**config.mk**
```make
export PLATFORM = sky130hd
export DESIGN_NAME = cmd_framer_v
export DESIGN_NICKNAME = d
export VERILOG_FILES = /design/src/rtl/cmd_framer_v.sv
export SDC_FILE = /design/constraint.sdc
export NUM_CORES = 1
export LEC_CHECK = 0
export ABC_AREA = 1
export BUFFER_PORTS_ARGS = -buffer_cell sky130_fd_sc_hd__buf_2
export CAP_MARGIN = 5
export CORE_MARGIN = 2
export CORE_UTILIZATION = 45
export CTS_CLUSTER_DIAMETER = 80
export DETAILED_ROUTE_END_ITERATION = 16
export PLACE_DENSITY = 0.7
export SYNTH_ARGS = -nofsm -noshare
export SYNTH_HDL_FRONTEND = slang
export SYNTH_SLANG_ARGS = --single-unit
```
**constraint.sdc**
```tcl
create_clock -name i_clk -period 2.3 [get_ports i_clk]
set_input_delay 0.345 -clock i_clk [delete_from_list [all_inputs] [get_ports i_clk]]
set_output_delay 0.345 -clock i_clk [all_outputs]
set_load 0.1 [all_outputs]
```
**src/rtl/cmd_framer_v.sv**
```systemverilog
// Assembles ASCII characters into "[digit:]command" frames and emits the
// packed command plus optional user id as a short o_rdy pulse.
module cmd_framer_v #(
  parameter int                      I_A_NUM_ASCII_CHARS = 7,
  parameter int                      I_A_NUM_BITS        = I_A_NUM_ASCII_CHARS*8,
  parameter int                      I_U_NUM_BITS        = 4,
  parameter logic [I_U_NUM_BITS-1:0] U_NONE              = 4'hF,
  parameter int                      RDY_CYCLES          = 1
) (
  input  logic                    i_clk,
  input  logic                    i_reset,
  input  logic                    i_char_vld,
  input  logic [7:0]              i_char,
  output logic                    o_char_rdy,
  output logic [I_U_NUM_BITS-1:0] o_u,
  output logic [I_A_NUM_BITS-1:0] o_a,
  output logic                    o_rdy,
  output logic                    o_err
);

  localparam int CW = $clog2(I_A_NUM_ASCII_CHARS + 1);

  typedef enum logic [2:0] {FIRST, SEP, CMD, DROP, EMIT} state_t;

  state_t                  state_q, state_d;
  logic [7:0]              cand_q, cand_d;
  logic [I_U_NUM_BITS-1:0] user_q, user_d;
  logic [I_A_NUM_BITS-1:0] cmd_q, cmd_d;
  logic [CW-1:0]           cnt_q, cnt_d;
  logic [I_A_NUM_BITS-1:0] a_q, a_d;
  logic [I_U_NUM_BITS-1:0] u_q, u_d;
  logic [3:0]              rdyCnt_q, rdyCnt_d;
  logic                    err_q, err_d;
  logic                    alive_q;

  logic accept, isTerm, isBs, isPrint, isDigit, clearFrame;

  assign isTerm  = (i_char == 8'h0A) || (i_char == 8'h0D);
  assign isBs    = (i_char == 8'h08);
  assign isPrint = (i_char >= 8'h20) && (i_char <= 8'h7E);
  assign isDigit = (i_char >= 8'h30) && (i_char <= 8'h39);

  // alive_q keeps o_char_rdy low until the first clock edge after reset release.
  assign o_char_rdy = alive_q && (state_q != EMIT);
  assign accept     = i_char_vld && o_char_rdy;
  assign o_rdy      = (state_q == EMIT);
  assign o_err      = err_q;
  assign o_a        = a_q;
  assign o_u        = u_q;

  always_comb begin
    state_d    = state_q;
    cand_d     = cand_q;
    user_d     = user_q;
    cmd_d      = cmd_q;
    cnt_d      = cnt_q;
    a_d        = a_q;
    u_d        = u_q;
    rdyCnt_d   = rdyCnt_q;
    err_d      = 1'b0;
    clearFrame = 1'b0;

    case (state_q)
      FIRST: begin
        if (accept) begin
          if (isDigit) begin
            cand_d  = i_char;
            state_d = SEP;
          end else if (isPrint) begin
            cmd_d   = I_A_NUM_BITS'(i_char);
            cnt_d   = CW'(1);
            state_d = CMD;
          end
        end
      end

      SEP: begin
        if (accept) begin
          if (i_char == 8'h3A) begin
            user_d  = I_U_NUM_BITS'(cand_q[3:0]);
            cmd_d   = '0;
            cnt_d   = '0;
            state_d = CMD;
          end else if (isPrint) begin
            cmd_d   = I_A_NUM_BITS'({cand_q, i_char});
            cnt_d   = CW'(2);
            user_d  = U_NONE;
            state_d = CMD;
          end else if (isTerm) begin
            a_d      = I_A_NUM_BITS'(cand_q);
            u_d      = U_NONE;
            rdyCnt_d = 4'(RDY_CYCLES - 1);
            state_d  = EMIT;
          end else if (isBs) begin
            // Erasing the lone digit leaves an empty line.
            clearFrame = 1'b1;
          end
        end
      end

      CMD: begin
        if (accept) begin
          if (isPrint) begin
            if (cnt_q == CW'(I_A_NUM_ASCII_CHARS)) begin
              state_d = DROP;
            end else begin
              cmd_d = {cmd_q[I_A_NUM_BITS-9:0], i_char};
              cnt_d = cnt_q + CW'(1);
            end
          end else if (isBs) begin
            if (cnt_q != '0) begin
              cmd_d = cmd_q >> 8;
              cnt_d = cnt_q - CW'(1);
            end
          end else if (isTerm) begin
            if (cnt_q != '0) begin
              a_d      = cmd_q;
              u_d      = user_q;
              rdyCnt_d = 4'(RDY_CYCLES - 1);
              state_d  = EMIT;
            end else begin
              clearFrame = 1'b1;
            end
          end
        end
      end

      DROP: begin
        if (accept && isTerm) begin
          err_d      = 1'b1;
          clearFrame = 1'b1;
        end
      end

      EMIT: begin
        if (rdyCnt_q == 4'd0) begin
          clearFrame = 1'b1;
        end else begin
          rdyCnt_d = rdyCnt_q - 4'd1;
        end
      end

      default: clearFrame = 1'b1;
    endcase

    if (clearFrame) begin
      state_d = FIRST;
      cand_d  = '0;
      user_d  = U_NONE;
      cmd_d   = '0;
      cnt_d   = '0;
    end
  end

  always_ff @(posedge i_clk or negedge i_reset) begin
    if (!i_reset) begin
      state_q  <= FIRST;
      cand_q   <= '0;
      user_q   <= U_NONE;
      cmd_q    <= '0;
      cnt_q    <= '0;
      a_q      <= '0;
      u_q      <= U_NONE;
      rdyCnt_q <= '0;
      err_q    <= 1'b0;
      alive_q  <= 1'b0;
    end else begin
      state_q  <= state_d;
      cand_q   <= cand_d;
      user_q   <= user_d;
      cmd_q    <= cmd_d;
      cnt_q    <= cnt_d;
      a_q      <= a_d;
      u_q      <= u_d;
      rdyCnt_q <= rdyCnt_d;
      err_q    <= err_d;
      alive_q  <= 1'b1;
    end
  end

endmodule

```
* Word level (Yosys, flattened, before mapping)
Cells that the tools add are included.
Operators by class: add/subtract/negate cells 3, magnitude comparators 4, equality and inequality tests 34, mux-type cells 94, reductions and logical operators 23
Operator list (number):
- 2-to-1 mux 56 bit | 21
- one-hot mux 56 bit (3 select lines) | 1
- one-hot mux 56 bit (2 select lines) | 1
- 2-to-1 mux 4 bit | 24
- 2-to-1 mux 3 bit | 25
- 2-to-1 mux 8 bit | 4
- inequality test 4 bit, second input constant | 8
- AND reduction 10 bit | 3
- equality test 8 x 4 -> 1 bit, second input constant | 3
- inequality test 2 bit, second input constant | 10
- inequality test 3 bit, second input constant | 6
- one-hot mux 3 bit (3 select lines) | 2
- greater-or-equal comparator 8 x 6 -> 1 bit, second input constant | 2
- 2-to-1 mux 1 bit | 13
- one-hot mux 4 bit (3 select lines) | 1
- AND reduction 11 bit | 1
- nonzero test 2 bit | 5
- nonzero test 3 bit | 3
- equality test 8 x 6 -> 1 bit, second input constant | 1
- less-or-equal comparator 8 x 6 -> 1 bit, second input constant | 1
- less-or-equal comparator 8 x 7 -> 1 bit, second input constant | 1
- one-hot mux 4 bit (2 select lines) | 1
- equality test 3 x 2 -> 1 bit, second input constant | 2
- equality test 3 bit, second input constant | 2
- 12 further kinds | 17
Word-level totals: bits in registers 140, input bits 11, output and inout bits 63, logic and storage cells 168

* Logic depth before layout (Yosys ltp)
Gate-level depths: netlist of the first run.
depth after elaboration 9, depth in mapped cells 15, mapped depth without buffers 13

* Least setup slack after synthesis of the first run
No wires, ideal clock.
kind register to output, from reg state_q[1], to out o_char_rdy, arrival 2.401 ns, setup slack -0.446 ns, cell stages (with the launch flop) 5, path buffers 0, cells stage by stage dfrtp_1 -> nor2_1 -> nand2_1 -> inv_1 -> nor2_1
Between the ends: cells in the longest elaborated chain, start to end 2
RTL lines:
- start, declared | line 25 | state_t state_q, state_d;
- start signal, assigned | line 168 | state_q <= state_d;
- inequality test 3 bit | line 44 | assign o_char_rdy = alive_q && (state_q != EMIT);
- logical AND 1 bit | line 44
- end, declared | line 14 | output logic o_char_rdy,
No other way between the ends.

* Worst setup path in the final report of the first run
from reg state_q[0], to out o_rdy
Between the ends: cells in the longest elaborated chain, start to end 1
RTL lines:
- equality test 3 bit | line 46 | assign o_rdy = (state_q == EMIT);
- end, declared | line 17 | output logic o_rdy,
No other way between the ends.

==> results.sh, run 1 <==
export IMPL_outcome="finished, final reports clean"
export IMPL_placed_cells=1225
export IMPL_cpPeakStageDelay_ns=0.45
export IMPL_diodes=0
export IMPL_syn_nets=982
export IMPL_reg2reg_depth=10
export IMPL_hold_depth=3
export IMPL_rsz0062_at_grt="yes"
export IMPL_clock_latency_ns=0.43
export IMPL_crit_type="flop to output pin"
export IMPL_grt_ovfl_total=0
export IMPL_gp_congestion=0.890
export IMPL_layout_common_cells="334 x nand2_1, 132 x dfrtp_1, 109 x nand3_1"
export IMPL_cts_tree="yes"
export IMPL_hold_path_class="primary input to flop"
export IMPL_r2r_start="state_q[0]"
export IMPL_hpwl_um=12600
export IMPL_startpoint="state_q[0]"
export IMPL_die_h_um=131
export IMPL_cp_top_family="buffers and inverters"
export IMPL_fin_crit_sh_pct=95.8
export IMPL_h_tree_depth=4
export IMPL_numCtsBuffers=17
export IMPL_peakVddDrop_uv=709
export IMPL_start_kind="flop"
export IMPL_grt_max_degree=70
export IMPL_route_detailed_drc=0
export IMPL_ant_nets=0
export IMPL_leakage_nw=4.35
export IMPL_synth_area_per_cell_um2=7.50
export IMPL_portBuffers=73
export IMPL_drive_gt1_share_pct=16.4
export IMPL_ys_seq_area_share_pct=48.4
export IMPL_drt_initial_drc_count=690
export IMPL_clock_root_buffer="clkbuf_16"
export IMPL_drt_wl_total_um=18800
export IMPL_pin_count=74
export IMPL_clock_skew_ns=0.00761
export IMPL_cp_depth=4
export IMPL_clk_pin_slew_ns=0.06
export IMPL_syn_area_um2=7260
export IMPL_critPathSlowestCell="buf_2"
export IMPL_yosysTopAreaCell="dfrtp_1"
export IMPL_nNetsFinal=1043
export IMPL_area_growth_pct=18.3
export IMPL_worstHoldStart="i_char[2]"
export IMPL_finalSetupViolCount=0
export IMPL_wire_per_inst_um=14.9
export IMPL_finalHoldViolations=0
export IMPL_core_area_um2=15800
export IMPL_finalMaxSlewViolations=0
export IMPL_fmax_mhz=454
export IMPL_grt_pass1_wl_um=31300
export IMPL_cts_sinks=140
export IMPL_maxCapViolCount=0
export IMPL_cp_max_fo=4
export IMPL_grt_pass1_vias=6258
export IMPL_synthTopCellsByArea="dfrtp_1 46%, nand2_1 17%, nand3_1 7.5%, inv_1 4.3%, o21ai_1 3.5%"
export IMPL_first_pass_iters=8
export IMPL_crit_path_end="o_rdy"
export IMPL_ys_types=37
export IMPL_worstMarginPinSlew_ns=0.563
export IMPL_grt_usage_pct=23.4
export IMPL_worstPathRequired_ns=1.96
export IMPL_finalCriticalPeriod_ns=2.20
export IMPL_fin_util_pct=54.2
export IMPL_power_density_nw_per_um2=1080
export IMPL_ff2ff_setup_slack_ns=0.1
export IMPL_stdcell_count=1257
export IMPL_netlist_area_leader_share_pct=45.5
export IMPL_final_common_cell="nand2_1"
export IMPL_r2r_end="cmd_q[27]"
export IMPL_vias_per_cell=5.26
export IMPL_setup_worst_path_end_class="output pin"
export IMPL_antenna_found_initial=0
export IMPL_arrival_ns=1.86
export IMPL_die_x_um=131
export IMPL_ys_ff_latch=140
export IMPL_relSlewSlack_pct=62.4
export IMPL_clockBufferDepth=2
export IMPL_synth_warnings=0
export IMPL_die_area_um2=17200
export IMPL_crit_buf_inv=2
export IMPL_initial_utilization_pct=45.8
export IMPL_worstPathCellList="nor2_1, nand2_1, inv_1, buf_2"
export IMPL_synthCells=968
export IMPL_vias=6614
export IMPL_rows=46
export IMPL_fillers=1476
registers in the layout, summed over array words and instances, names as in the netlist:
name,cells
state_q,3
rdyCnt_q,4
alive_q,1
cmd_q,56
o_err,1
o_a,56
o_u,4
cnt_q,3
cand_q,8
user_q,4
area by class of cell:
| cell class | count | area (um2) | share of cell area [%] |
|---|---|---|---|
| Clock buffer | 21 | 480 | 5.60 |
| Clock inverter | 10 | 184 | 2.14 |
| Inverter | 92 | 348 | 4.05 |
| Multi-Input combinational cell | 676 | 3120 | 36.4 |
| Sequential cell | 140 | 3510 | 40.9 |
| Tap cell | 216 | 270 | 3.15 |
| Timing Repair Buffer | 102 | 667 | 7.77 |
Yosys cell counts:
| cell | instances |
|---|---|
| a21oi_1 | 12 |
| a21oi_4 | 1 |
| buf_1 | 5 |
| buf_2 | 34 |
| buf_4 | 6 |
| buf_6 | 2 |
| clkbuf_1 | 13 |
| conb_1 | 1 |
| dfrtp_1 | 132 |
| dfstp_2 | 8 |
| fa_1 | 1 |
| ha_1 | 2 |
| inv_1 | 83 |
| inv_2 | 8 |
| inv_4 | 1 |
| mux2_2 | 3 |
| nand2_1 | 336 |
| nand2_2 | 3 |
| nand2_4 | 1 |
| nand3_1 | 109 |
| nand3_2 | 2 |
| nand3b_1 | 3 |
| nand4_1 | 32 |
| nor2_1 | 51 |
| nor2_2 | 1 |
| nor2_4 | 2 |
| nor3_1 | 13 |
| nor3_2 | 1 |
| nor4_1 | 1 |
| o2111ai_1 | 1 |
| o21ai_0 | 23 |
| o21ai_1 | 51 |
| o22ai_1 | 18 |
| o31ai_1 | 1 |
| or2_2 | 4 |
| xnor2_1 | 1 |
| xor2_1 | 2 |
per-layer routing:
metal	global-route usage, %	part of all wire (%)	wire length, um	vias up
met3	5.21	5.9	1100	34
met5	0	0	0	-
met2	35.7	46	8710	222
li1	-	-	-	3255
met4	9.82	2.4	444	0
met1	32.4	45	8530	3103
worst min-delay path by stage:
stage             endpoint
6_report         cand_q[2]
5_1_grt          cand_q[0]
4_1_cts          cand_q[2]
3_5_place_dp   rdyCnt_q[2]
3_3_place_gp   rdyCnt_q[2]
2_1_floorplan      alive_q
repair_timing:
item / 4_1_cts / 5_1_grt
endpoints found under the setup margin: 0 / 3
resized for setup: 0 / 2
hold buffers: 1 / 0
endpoints found under the hold margin: 46 / 0
buffers inserted: 0 / 0
worst reg2reg max path, stage by stage (launching register included):
cell     delay [ns]
dfrtp_1        0.41
nor2_1         0.25
nand2_1        0.16
nand3_2        0.18
nor2_1         0.10
a21oi_4        0.24
nand2_4        0.08
inv_4          0.17
buf_12         0.29
nand4_1        0.15
nand2_1        0.10
power breakdown:
| part | internal (mW) | switching, mW |
|---|---|---|
| clock network | 2.03 | 1.06 |
| registers | 2.75 | 0.301 |
| logic | 0.829 | 2.30 |
per-stage QoR:
stage | power (mW) | TNS (ns) | hold WS (ns) | cell area, um2 | worst slack, ns
after floorplan | 5.33 | 0 | 0.0494 | 7260 | 0.0164
after global placement | 6.12 | 0 | 0.350 | 7900 | 0.143
after detailed placement | 6.15 | 0 | 0.355 | 7900 | 0.0586
after CTS | 9.27 | 0 | 0.187 | 8580 | 0.104
after global routing | 9.80 | -0.00520 | 0.210 | 8580 | -0.00520
final | 9.27 | 0 | 0.200 | 8580 | 0.0972
kinds of logic (layout without fill, tap and decap cells):
| logic type | Yosys count | count (layout) | synth area share [%] |
|---|---|---|---|
| AO/OA/AOI/OAI | 107 | 107 | 7.93 |
| XOR/XNOR | 3 | 3 | 0.362 |
| adder cells (fa/ha/maj) | 3 | 3 | 0.621 |
| buffers and inverters | 152 | 225 | 9.00 |
| flip-flops | 140 | 140 | 48.4 |
| multiplexers | 3 | 3 | 0.465 |
| other | 1 | 1 | 0.0517 |
| AND/OR/NAND/NOR | 559 | 559 | 33.2 |
Note: power is estimated with default switching activity, not from simulation.
==> inputs of run 2 (changes only) <==
--- a/config.mk
+++ b/config.mk
@@ -9,10 +9,10 @@
 export BUFFER_PORTS_ARGS = -buffer_cell sky130_fd_sc_hd__buf_2
 export CAP_MARGIN = 5
 export CORE_MARGIN = 2
-export CORE_UTILIZATION = 45
+export CORE_UTILIZATION = 55
 export CTS_CLUSTER_DIAMETER = 80
 export DETAILED_ROUTE_END_ITERATION = 16
-export PLACE_DENSITY = 0.7
+export PLACE_DENSITY = 0.81
 export SYNTH_ARGS = -nofsm -noshare
 export SYNTH_HDL_FRONTEND = slang
 export SYNTH_SLANG_ARGS = --single-unit
==> constraint.sdc (replaced) <==
create_clock -name i_clk -period 2.3 [get_ports i_clk]
set_input_delay 0.23 -clock i_clk [delete_from_list [all_inputs] [get_ports i_clk]]
set_output_delay 0.23 -clock i_clk [all_outputs]
set_load 0.1 [all_outputs]
==> run 2 against run 1 <==
Effect of this change:
- combinational power barely moved
- die area fell by 18%
- flip-flop and latch count did not move
- first-iteration DRC count rose by 23%
- via count rose by 2.0%
- sequential power barely moved
- maximum frequency rose by 5.1%
- wire length fell by 0.87%
- final area fell by 1.4%
- clock skew fell by 0.0023 ns
==> results.sh, run 2 (synthesis gave the netlist of run 1 again) <==
export IMPL_outcome="finished, final reports clean"
export IMPL_path_common_cell="nand2_1"
export IMPL_p_int_mw=5.48
export IMPL_leakage_nw=4.31
export IMPL_numCtsBuffers=17
export IMPL_hpwl_um=12100
export IMPL_power_density_nw_per_um2=1080
export IMPL_drt_initial_drc_count=851
export IMPL_relSlewSlack_pct=44.7
export IMPL_top_layer="met4"
export IMPL_arrival_ns=2.46
export IMPL_seqPwrFrac_pct=33.3
export IMPL_die_h_um=119
export IMPL_worstPathCellList="nor2_1, nand2_1, nand3_2, inv_2, nand2_1, nand2_1, nand2_1, nor2_4, nand2_4, inv_2, nand2_1, nand2_1"
export IMPL_combPwrFrac_pct=33.9
export IMPL_p_sw_share_pct=40.3
export IMPL_routedLengthMet1_um=7850
export IMPL_stdcell_count=1211
export IMPL_crit_buf_inv=2
export IMPL_crit_type="flop to flop"
export IMPL_placed_cells=1178
export IMPL_finalCriticalPeriod_ns=2.10
export IMPL_clkPwrFrac_pct=32.8
export IMPL_vias=6747
export IMPL_finalMaxSlewViolations=0
export IMPL_diodes=0
export IMPL_grt_usage_pct=27.6
export IMPL_p_sw_mw=3.70
export IMPL_clk_pin_slew_ns=0.06
export IMPL_grt_pass1_vias=6328
export IMPL_antenna_found_initial=0
export IMPL_hold_depth=3
export IMPL_final_common_cell="nand2_1"
export IMPL_drive_gt1_share_pct=16.2
export IMPL_ff2ff_setup_slack_ns=0.20
export IMPL_pin_count=74
export IMPL_rows=41
export IMPL_fin_crit_sh_pct=91.2
export IMPL_wl_met3_um=1370
export IMPL_portBuffers=73
export IMPL_cts_sinks=140
export IMPL_peakVddDrop_uv=716
export IMPL_start_kind="flop"
export IMPL_grt_max_degree=85
export IMPL_cp_top_family="simple AND/OR/NAND/NOR gates"
export IMPL_holdPathEnd="cand_q[2]"
export IMPL_fin_tns_setup_ns=0
export IMPL_setup_worst_path_end_class="flop"
export IMPL_cpPeakStageDelay_ns=0.42
export IMPL_h_tree_depth=4
export IMPL_gp_congestion=0.867
export IMPL_r2r_start="state_q[1]"
export IMPL_grt_ovfl_total=0
export IMPL_grt_pass1_wl_um=31200
export IMPL_cts_tree="yes"
export IMPL_critPathSlowestCell="dfrtp_1"
export IMPL_maxCapViolCount=0
export IMPL_die_x_um=119
export IMPL_die_area_um2=14100
export IMPL_worstHoldStart="i_char[2]"
export IMPL_finalSetupViolCount=0
export IMPL_area_growth_pct=16.6
export IMPL_core_area_um2=12800
export IMPL_wl_met2_um=8720
export IMPL_route_detailed_drc=0
export IMPL_initial_utilization_pct=56.8
export IMPL_post_cts_buffers=0
export IMPL_layout_common_cells="335 x nand2_1, 132 x dfrtp_1, 109 x nand3_1"
export IMPL_finalHoldViolations=0
export IMPL_power_mw=9.18
export IMPL_fin_util_pct=66.2
export IMPL_hold_path_class="primary input to flop"
export IMPL_vias_per_cell=5.57
export IMPL_r2r_end="cmd_q[33]"
export IMPL_worstPathRequired_ns=2.67
export IMPL_wire_per_inst_um=15.4
export IMPL_reg2reg_depth=12
export IMPL_clockBufferDepth=2
export IMPL_nNetsFinal=1040
export IMPL_clock_latency_ns=0.43
export IMPL_clock_skew_ns=0.00528
export IMPL_fmax_mhz=477
export IMPL_seq_area_um2=3510
export IMPL_fillers=1040
export IMPL_ant_nets=0
export IMPL_clock_root_buffer="clkbuf_16"
export IMPL_cp_max_fo=20
export IMPL_multi_input_area_um2=3120
export IMPL_first_pass_iters=8
export IMPL_worstMarginPinSlew_ns=0.828
export IMPL_drt_wl_total_um=18600
==> run 2: cell types whose count changed in the layout (fill, tap and decap cells not counted), sizes merged <==
cell / change
clkinv: +5
buf: -3
clkbuf: -4
==> run 2: what timing repair did <==
action                                  in CTS  in global routing
hold endpoints to repair                    54                  0
endpoints found under the setup margin       0                 55
gates resized for setup                      0                  4
hold buffers                                 1                  0
==> run 2: how the worst max path moves through the flow <==
stage	cells after the start	endpoint	start	slack (ns)
2_1_floorplan	11	rdyCnt_q[2]	state_q[0]	0.12
4_1_cts	12	cmd_q[5]	state_q[0]	0.02
6_report	12	cmd_q[33]	state_q[1]	0.20
3_3_place_gp	12	cmd_q[6]	state_q[0]	0.13
3_5_place_dp	13	cmd_q[54]	i_char[7]	0.03
5_1_grt	12	cmd_q[30]	state_q[1]	-0.01
==> run 2: final cells by class <==
class                      count  share of cell area, %
sequential                   140                   41.5
multi-input combinational    676                   36.9
timing repair buffer          99                   7.26
clock buffer                  17                   5.03
inverter                      92                   4.11
clock inverter                15                   2.60
tap                          172                   2.54
==> run 2: tightest hold or removal path, stage by stage <==
cell	delay [ns]
buf_2	0.11
nand3_1	0.07
nand2_1	0.05
==> run 2: power by group through the flow <==
stage | Combinational [mW] | Sequential (mW) | Clock [mW]
after floorplan | 2.10 | 3.23 | 0
after global placement | 2.95 | 3.08 | 0
after detailed placement | 3.00 | 3.08 | 0
after CTS | 3.03 | 3.04 | 3.04
after global routing | 3.40 | 3.09 | 3.14
final | 3.11 | 3.05 | 3.01
==> run 2: layer usage <==
layer	global-route usage (%)	vias to the layer above
met4	13.4	0
met2	42.2	307
met3	5.94	62
li1	-	3247
met1	37.6	3131
met5	0	-
==> run 2: metrics by stage <==
stage          setup WS (ns)  hold slack, ns  cell area (um2)
6_report               0.203          0.0762             8460
3_5_place_dp          0.0269           0.236             7790
3_3_place_gp           0.135           0.243             7790
5_1_grt              -0.0117           0.101             8460
4_1_cts               0.0192          0.0649             8440
2_1_floorplan          0.119         -0.0656             7260
==> inputs of run 3 (changes only) <==
==> constraint.sdc (replaced) <==
create_clock -name i_clk -period 2.5 [get_ports i_clk]
set_input_delay 0.25 -clock i_clk [delete_from_list [all_inputs] [get_ports i_clk]]
set_output_delay 0.25 -clock i_clk [all_outputs]
set_load 0.1 [all_outputs]
==> run 3 against run 2 <==
Effect of this change:
- final area shrank 0.49%
- clock-buffer cell count grew 5
- via count shrank 0.79%
- maximum frequency shrank 9.3%
- global-route usage shrank 0.66 points
- sequential share of layout area grew 0.20 points
- clock skew grew 0.0023 ns
- first-iteration DRC count shrank 6.8%
- die area is the same
- utilization shrank 0.32 points
- clock power shrank 10%
- cell count shrank 0.33%
- critical endpoint is now cmd_q[4]
- largest power group is now sequential cells
- highest routed layer unchanged
==> results.sh, run 3 (synthesis gave the netlist of run 1 again) <==
export IMPL_startpoint="state_q[0]"
export IMPL_stdcell_count=1207
export IMPL_nNetsFinal=1036
export IMPL_leakage_nw=4.29
export IMPL_hpwl_um=12100
export IMPL_power_density_nw_per_um2=989
export IMPL_ant_nets=0
export IMPL_cp_max_fo=26
export IMPL_grt_usage_pct=27.0
export IMPL_hold_path_class="primary input to flop"
export IMPL_finalCriticalPeriod_ns=2.31
export IMPL_initial_utilization_pct=56.8
export IMPL_area_growth_pct=16.0
export IMPL_route_detailed_drc=0
export IMPL_ff2ff_setup_slack_ns=0.19
export IMPL_fin_util_pct=65.9
export IMPL_peakVddDrop_uv=574
export IMPL_pin_count=74
export IMPL_die_x_um=119
export IMPL_worstHoldStart="i_char[2]"
export IMPL_clock_skew_ns=0.00756
export IMPL_clock_root_buffer="clkbuf_16"
export IMPL_vias=6694
export IMPL_h_tree_depth=4
export IMPL_fmax_mhz=433
export IMPL_final_common_cell="nand2_1"
export IMPL_fin_crit_sh_pct=92.4
export IMPL_power_mw=8.33
export IMPL_diodes=0
export IMPL_r2r_end="cmd_q[4]"
export IMPL_grt_ovfl_total=0
export IMPL_post_cts_buffers=0
export IMPL_dpl_cell_area_um2=7770
export IMPL_final_setup_worst_slack_ns=0.190
export IMPL_drt_initial_drc_count=793
export IMPL_grt_pass1_wl_um=30600
export IMPL_grt_max_degree=72
export IMPL_drt_wl_total_um=18000
export IMPL_hold_depth=3
export IMPL_die_area_um2=14100
export IMPL_crit_type="flop to flop"
export IMPL_grt_pass1_vias=6044
export IMPL_placed_cells=1174
export IMPL_wire_per_inst_um=14.9
export IMPL_setup_worst_path_end_class="flop"
export IMPL_relSlewSlack_pct=42.3
export IMPL_r2r_start="state_q[0]"
export IMPL_reg2reg_depth=10
export IMPL_arrival_ns=2.62
export IMPL_clock_latency_ns=0.43
export IMPL_worstPathRequired_ns=2.81
export IMPL_antenna_found_initial=0
export IMPL_first_pass_iters=8
export IMPL_worstMarginPinSlew_ns=0.864
export IMPL_holdWs_ns=0.106
export IMPL_portBuffers=73
export IMPL_vias_per_cell=5.55
export IMPL_worstPathCellList="nor2_1, nand2_1, nand3_2, nor2_1, a21oi_4, nand2_4, inv_4, nand2_2, nand2_1, nand2_1"
export IMPL_start_kind="flop"
export IMPL_numCtsBuffers=17
export IMPL_critPathSlowestCell="dfrtp_1"
export IMPL_outcome="finished, final reports clean"
export IMPL_finalSetupViolCount=0
export IMPL_path_common_cell="nand2_1"
export IMPL_cpPeakStageDelay_ns=0.42
export IMPL_gp_congestion=0.918
export IMPL_drive_gt1_share_pct=15.8
export IMPL_finalMaxSlewViolations=0
export IMPL_maxCapViolCount=0
export IMPL_place_ws_ns=0.241
export IMPL_holdPathEnd="cand_q[2]"
export IMPL_cts_tree="yes"
export IMPL_clk_pin_slew_ns=0.06
export IMPL_core_area_um2=12800
export IMPL_layout_common_cells="334 x nand2_1, 132 x dfrtp_1, 109 x nand3_1"
export IMPL_clockBufferDepth=2
export IMPL_fin_tns_setup_ns=0
export IMPL_rows=41
export IMPL_rsz0062_at_grt="no"
export IMPL_design_area_um2=8420
export IMPL_finalHoldViolations=0
export IMPL_cts_sinks=140
export IMPL_die_h_um=119
## run 3: area by class of cell
cell class / instances / area (um2)
clock inverters: 10 / 160
multi-input cells: 676 / 3120
inverters: 92 / 348
well taps: 172 / 215
flip-flops and latches: 140 / 3510
fillers: 1055 / 4360
clock buffers: 22 / 474
repair buffers: 95 / 589
## run 3: power by group
part           switching (mW)  total [mW]  internal [mW]
Clock                   0.959        2.71           1.75
Combinational            2.08        2.81          0.732
Sequential              0.284        2.81           2.53
## run 3: repair_timing
item	4_1_cts	5_1_grt
endpoints found under the setup margin	0	4
hold buffers	1	0
endpoints found under the hold margin	55	0
gates resized for setup	0	2
## run 3: worst max path at each step
stage          slack, ns  cells past startpoint          to
2_1_floorplan       0.31                      4  o_char_rdy
3_3_place_gp        0.34                     13    cmd_q[3]
3_5_place_dp        0.24                     13   cmd_q[12]
4_1_cts             0.24                     11   cand_q[0]
5_1_grt            0.009                     10   cmd_q[52]
6_report            0.19                     10    cmd_q[4]
## run 3: layer usage
layer	GRT usage, %	vias up	share of wire (%)
li1	-	3240	-
met1	39.2	3092	44
met2	39.8	312	46
met3	4.55	50	7.3
met4	12.1	0	2.7
met5	0	-	0
## run 3: worst max-delay path: cells and delay by family (launching register included)
family,cells,cell delay [ns]
simple gates,8,1.27
flops,1,0.42
buf+inv,1,0.25
compound gates,1,0.24
